### config.mk
export PLATFORM = sky130hd
export DESIGN_NAME = div_strobe_scheduler
export DESIGN_NICKNAME = d
export VERILOG_FILES = /design/src/rtl/div_strobe_scheduler.sv
export SDC_FILE = /design/constraint.sdc
export NUM_CORES = 1
export LEC_CHECK = 0
export ABC_AREA = 1
export ABC_CLOCK_PERIOD_IN_PS = 2700
export CAP_MARGIN = 10
export CORE_UTILIZATION = 45
export CTS_CLUSTER_SIZE = 30
export DETAILED_ROUTE_END_ITERATION = 12
export GPL_TIMING_DRIVEN = 0
export PLACE_DENSITY_LB_ADDON = 0.3
export SYNTH_ARGS = -nofsm -noshare
export SYNTH_HDL_FRONTEND = slang
export SYNTH_SLANG_ARGS = --single-unit
### constraint.sdc
create_clock -name clk -period 2.7 [get_ports clk]
set_clock_uncertainty 0.05 [all_clocks]
set_input_delay 0.405 -clock clk [delete_from_list [all_inputs] [get_ports clk]]
set_output_delay 0.405 -clock clk [all_outputs]
set_load 0.005 [all_outputs]
### src/rtl/div_strobe_scheduler.sv
`default_nettype none
// ============================================================================
// div_strobe_scheduler : turns divider-counter bit rises into round-robin grants
// Revision 1.0
// ============================================================================
module div_strobe_scheduler #(
  parameter int DIV_WIDTH = 32,
  parameter int CH        = 4,
  parameter int TAP_W     = $clog2(DIV_WIDTH)
) (
  input  logic                   clk,
  input  logic                   nrst,
  input  logic                   cfg_we,
  input  logic [$clog2(CH)-1:0]  cfg_ch,
  input  logic                   cfg_en,
  input  logic [TAP_W-1:0]       cfg_tap,
  output logic                   div_ena,
  input  logic [DIV_WIDTH-1:0]   div_cnt,
  output logic [CH-1:0]          grant,
  output logic                   grant_valid,
  input  logic                   grant_ready,
  output logic [CH-1:0]          pending,
  output logic [CH-1:0]          ovf
);
  localparam int            CH_W   = $clog2(CH);
  localparam logic [CH_W:0] CH_NUM = (CH_W+1)'(CH);
  localparam logic [0:0]    IDLE   = 1'b0;
  localparam logic [0:0]    OFFER  = 1'b1;

  logic [CH-1:0]    en_q, en_d, prev_q, prev_d, pending_q, pending_d, ovf_q, ovf_d;
  logic [TAP_W-1:0] tap_q [CH];
  logic [TAP_W-1:0] tap_d [CH];
  logic             div_ena_q, div_ena_d;
  logic [0:0]       state_q, state_d;
  logic [CH_W-1:0]  ptr_q, ptr_d, gidx_q, gidx_d;
  logic [CH-1:0]    grant_q, grant_d;
  logic             handshake;
  logic [CH-1:0]    avail;
  logic [2*CH-1:0]  rot;
  logic             found;
  logic [CH_W-1:0]  offs;
  logic [CH_W:0]    sum;

  assign handshake = (state_q == OFFER) && grant_ready;

  always_comb begin
    en_d      = en_q;
    prev_d    = prev_q;
    pending_d = pending_q;
    ovf_d     = ovf_q;
    avail     = pending_q;
    for (int i = 0; i < CH; i++) begin
      tap_d[i] = tap_q[i];
      if (handshake && grant_q[i]) pending_d[i] = 1'b0;
      if (cfg_we && (cfg_ch == CH_W'(i))) begin
        // A write resamples the new tap so retargeting never fakes a rise.
        en_d[i]   = cfg_en;
        tap_d[i]  = cfg_tap;
        prev_d[i] = div_cnt[cfg_tap];
        ovf_d[i]  = 1'b0;
        if (!cfg_en && !((state_q == OFFER) && grant_q[i])) begin
          pending_d[i] = 1'b0;
          avail[i]     = 1'b0;
        end
      end else begin
        prev_d[i] = div_cnt[tap_q[i]];
        if (en_q[i] && div_cnt[tap_q[i]] && !prev_q[i]) begin
          if (pending_q[i] && !(handshake && grant_q[i])) ovf_d[i] = 1'b1;
          pending_d[i] = 1'b1;
        end
      end
    end
  end

  always_comb begin
    rot   = {avail, avail} >> ptr_q;
    found = 1'b0;
    offs  = '0;
    for (int k = CH - 1; k >= 0; k--) begin
      if (rot[k]) begin
        found = 1'b1;
        offs  = CH_W'(k);
      end
    end
    sum = {1'b0, ptr_q} + {1'b0, offs};
    if (sum >= CH_NUM) sum = sum - CH_NUM;

    state_d   = state_q;
    grant_d   = grant_q;
    gidx_d    = gidx_q;
    ptr_d     = ptr_q;
    div_ena_d = |en_q;
    case (state_q)
      IDLE: begin
        if (found) begin
          state_d = OFFER;
          gidx_d  = sum[CH_W-1:0];
          grant_d = {{(CH-1){1'b0}}, 1'b1} << sum[CH_W-1:0];
        end
      end
      default: begin
        if (grant_ready) begin
          state_d = IDLE;
          grant_d = '0;
          ptr_d   = (gidx_q == CH_W'(CH - 1)) ? '0 : gidx_q + 1'b1;
        end
      end
    endcase
  end

  always_ff @(posedge clk or negedge nrst) begin
    if (!nrst) begin
      en_q      <= '0;
      prev_q    <= '0;
      pending_q <= '0;
      ovf_q     <= '0;
      div_ena_q <= 1'b0;
      state_q   <= IDLE;
      ptr_q     <= '0;
      gidx_q    <= '0;
      grant_q   <= '0;
      for (int i = 0; i < CH; i++) tap_q[i] <= '0;
    end else begin
      en_q      <= en_d;
      prev_q    <= prev_d;
      pending_q <= pending_d;
      ovf_q     <= ovf_d;
      div_ena_q <= div_ena_d;
      state_q   <= state_d;
      ptr_q     <= ptr_d;
      gidx_q    <= gidx_d;
      grant_q   <= grant_d;
      for (int i = 0; i < CH; i++) tap_q[i] <= tap_d[i];
    end
  end

  assign div_ena     = div_ena_q;
  assign grant       = grant_q;
  assign grant_valid = (state_q == OFFER);
  assign pending     = pending_q;
  assign ovf         = ovf_q;

endmodule
`default_nettype wire
# Word-level counts from Yosys, hierarchy flattened
# Index checks and enable logic that the tools add are counted.
# W data, S select, Z words.
# classes
add_sub_neg,3
order_cmp,6
eq_ne,5
shift,2
muxes,66
bitwise,1
n_reduce_logical,60
# op_table
cell,n
$mux W1,52
$lt A5 B6 Y1 const B,5
$logic_and A1 B1 Y1,29
$bmux W1 S5,5
$reduce_bool A2 Y1,9
$reduce_and A2 Y1,7
$logic_not A1 Y1,13
$mux W2,6
$mux W4,3
$shr A8 B2 Y4,1
$eq A2 B2 Y1 const B,3
$reduce_or A4 Y1,1
$shl A1 B2 Y4 const A,1
$add A2 B2 Y3,1
$ge A3 B3 Y1 const B,1
$add A2 B1 Y2 const B,1
$eq A2 B1 Y1 const B,1
$logic_not A2 Y1,1
$ne A2 B2 Y1 const B,1
$sub A2 B1 Y2 const B,1
$not A1 Y1,1
# word_totals
ff_bits,46
out_inout_bits,14
word_cells,162

# Depth between registers and ports, before layout
# logic_depth
word_depth,16
mapped_depth,17

# Worst setup path after synthesis
# OpenSTA, ideal clock, no wires.
# synth_path
kind,input port to flip-flop
start,input cfg_ch[0]
end,register grant_q[2] (netlist: grant[2])
setup_time_ps,117
t_arrival_ps,1758
required_ps,2533
path_slack_ps,775
stages,16
path_buffers,0
cell_sequence,inv_1 > nand2_1 > nor2_1 > nand2_1 > nand3_2 > nand3_1 > nand2_1 > nand2_1 > a21oi_1 > ha_1 > xor2_1 > inv_1 > nand3_1 > nand2_2 > nand3_1 > nand2_1
# synth_via
elab_chain_len,14
word_cells_on_any_way,30
classes_between,add/sub (2); order compare (1); eq/ne (3); shift (2); mux (15); reduce/logical (7)
# synth_rtl
element,line_no,rtl
start: declaration,14,"input logic [$clog2(CH)-1:0] cfg_ch,"
"$eq A2 B1 Y1, or another cell as far along",55,if (cfg_we && (cfg_ch == CH_W'(i))) begin
$logic_and A1 B1 Y1,55,
$mux W1,55,
$shr A8 B2 Y4 (*),76,"rot = {avail, avail} >> ptr_q;"
$mux W2 (4 in series),80,if (rot[k]) begin
$add A2 B2 Y3,85,"sum = {1'b0, ptr_q} + {1'b0, offs};"
$ge A3 B3 Y1 / $sub A2 B1 Y2 (equally long branches),86,if (sum >= CH_NUM) sum = sum - CH_NUM;
$mux W2,86,
$shl A1 B2 Y4,98,"grant_d = {{(CH-1){1'b0}}, 1'b1} << sum[CH_W-1:0];"
$mux W4,95,if (found) begin
$mux W4,93,case (state_q)
end signal: assignment,132,grant_q <= grant_d;
end: declaration,36,"logic [CH-1:0] grant_q, grant_d;"
# Every way passes the cells marked *; elsewhere a longest branch is shown, timed or not. The select of a mux whose other input is x is not followed.
# A chain may end at the register's enable or synchronous reset.

# Final worst setup path
# layout_path
start,input cfg_ch[0]
end,register grant_q[3] (netlist: grant[3])
# The elaborated chain is that of the path after synthesis.

==> results.tsv <==
metric	value	unit
largest net degree at the start of global routing	37	
slew margin rel.	58.0	%
Clock Tree Root	clkbuf_8	
Area growth, synth to finish	22.3	%
Synth Register Bits	46	
worst slack, placed	10.6	ps
critical path launch point type	input port	
layout cells sized above 1	4.26	%
RR Endpoint	grant[3]	
Syn Area/Cell	6.47	um^2
Die W	90.6	um
Max IR drop VDD	0.000640	V
TritonCTS clock tree	built	
initial antenna violation count	0	
largest cells by area after synthesis	dfrtp_1 (33%), o21ai_0 (12%), nand2_1 (12%)	
Row Count	31	
worst reg2reg path depth	14	
Port Buffers	56	
RSZ-0062 raised after global routing	no	
R2R Setup Slk	450	ps
Worst-path clk slew	80	ps
Cell Pwr Density	743	nW/um^2
Bufs on Longest Clock Path	2	
final slew viol count	0	
Lkg Pwr	1.91	nW
crit path DAT	2550	ps
type of the tightest min-delay check	flop to flop	
largest area contributor in the netlist	dfrtp_1	
Initial DRC Count	410	
DRT Pass-1 Iters	7	
post-route ant nets	0	
Worst Hold Path EP	ovf[2]	
routed length per instance	18.0	um
Post-DP HPWL	9.48	mm
CP required	2850	ps
post-synthesis sequential area ratio	32.6	%
endpoints failing hold	0	
Hold WS	444	ps
vias in the first global route	3923	
GP Congestion	1.00	
Crit Path Class	input port to flop	
Gate Count Post-Synth	546	
syn nets	592	
TritonCTS buffer count	5	
Ys Warns	0	
top_reg_cell synth	dfrtp_1	
H-tree depth	2	
hold wc startpoint	ovf[2]	
detailed-route via count	4227	
final setup fails	0	
Total GRT Usage	31.3	%
global-route wire length before repair	19.9	mm
Post-CTS Setup Bufs	0	
Finished Layout Cells	710	
CP endpoint kind	flop	
die area	8210	um^2
Worst R2R Start	grant_valid	
status	finished clean	
Worst-Margin Slew	629	ps
# IOs	58	
total power	3.21	mW
Distinct cells, synth	24	
total clock sinks	46	
GR Overflow Total	0	
CP max FO	5	
Final period util	89.1	%
Post-synth EDFFs	0	
Max Cap Violations	0	
DRT Wirelength	12.8	mm
placed cell count	702	
Final #Nets	657	
Max Freq	416	MHz
asr flop ratio synth	100	%
Syn Std Cell Area	3530	um^2
Antenna Cells	0	
min Tclk post-route	2410	ps
Die Span Y	90.6	um
final worst slack	295	ps
Clock Latency Late Sink	300	ps
Initial Utilization	47.7	%
Post-route DRC	0	
post-synth top area share	32.6	%
Core Region	7410	um^2
Avg Vias per Cell	5.95	
fin util	58.3	%
hold path depth	2	
where the power goes:
group	total (mW)	switching (mW)	internal [mW]
registers	1.07	0.192	0.882
clock network	0.411	0.236	0.174
logic	1.73	1.04	0.689
logic make-up after synthesis:
group / count (synthesis) / synth area share (%)
simple gates: 259 / 30.8
compound gates: 168 / 27.9
buf+inv: 70 / 7.79
flops: 46 / 32.6
fa+ha+maj: 2 / 0.708
xor+xnor: 1 / 0.248
worst max-delay path, stage by stage:
cell and delay [ps]:
clkdlybuf4s50_1 450, inv_1 90, nand2_1 50, nor2_1 150, nand2_1 150, nand3_2 110, nand3_1 70, nand2_1 130
nand2_1 70, a21oi_1 140, ha_1 180, xor2_1 190, inv_1 60, nand3_1 100, nand2_2 90, nand3_1 90
nand2_1 50
metal layers:
layer	GRT usage (%)	share of wire (%)
met5	0	0
met3	7.91	9.6
met4	14.9	3.7
met1	39.3	41
met2	50.1	46
layout make-up:
class / instances / area [um^2]
tap: 99 / 124
timing repair buffer: 58 / 586
inverter: 43 / 161
fill: 751 / 3090
sequential: 46 / 1150
buffer: 27 / 114
clock buffer: 5 / 68.8
clock inverter: 2 / 10.0
multi-input combinational: 430 / 2110
registers in the layout, summed over array words and instances (netlist names):
name,count
en_q,4
div_ena,1
grant,4
gidx_q,2
ptr_q,2
pending,4
tap_q,20
grant_valid,1
prev_q,4
ovf,4
repair_timing:
item                                    in CTS  in global routing
hold buffers                                 1                  0
gates resized for setup                      0                  0
endpoints found under the hold margin       10                  0
endpoints found under the setup margin       0                  0
cells in the final DEF (no fill, tap or decap):
master,Yosys,final
nand3b_1,1,1
o221ai_1,22,22
nor2_2,1,1
a21oi_1,29,29
nand3_2,2,2
dfrtp_1,46,46
nand3_1,61,61
inv_1,42,42
o31ai_1,1,1
o21ai_1,2,2
buf_12,0,1
dlygate4sd3_1,0,1
clkbuf_8,0,5
nand2_1,111,111
nor2_1,75,75
o21ai_0,87,87
clkbuf_1,17,17
or4_1,1,1
o21bai_1,16,16
clkdlybuf4s50_1,0,55
clkinv_2,0,2
xor2_1,1,1
nand4_1,4,4
ha_1,2,2
a211oi_1,4,4
o22ai_1,7,7
nand2_2,3,3
buf_2,10,11
inv_2,1,1
metrics by stage:
| step | setup TNS (ps) | area (um^2) |
|---|---|---|
| final | 0 | 4320 |
| after global routing | 0 | 4320 |
| after CTS | 0 | 4320 |
| after detailed placement | 0 | 4230 |
| after global placement | -4490 | 4220 |
| after floorplan | 0 | 3530 |
cells in the mapped netlist, types with 2 or more instances:
cell type  number
ha_1            2
o21ai_0        87
o22ai_1         7
o21bai_1       16
nor2_1         75
a21oi_1        29
dfrtp_1        46
a211oi_1        4
nand3_2         2
nand2_1       111
nand3_1        61
o21ai_1         2
o221ai_1       22
buf_2          10
nand2_2         3
nand4_1         4
clkbuf_1       17
inv_1          42
worst max path at each step:
stage / from / endpoint / slack, ps / depth (start not counted)
6_report: cfg_ch[0] / grant[3] / 290 / 17
4_1_cts: cfg_ch[0] / grant[3] / 330 / 17
3_3_place_gp: nrst / tap_q[5] / -100 / 1
2_1_floorplan: cfg_ch[0] / grant[2] / 770 / 16
3_5_place_dp: cfg_ch[0] / grant[3] / 10 / 17
5_1_grt: cfg_ch[0] / grant[2] / 60 / 17
Power figures use the tool's default switching activity.
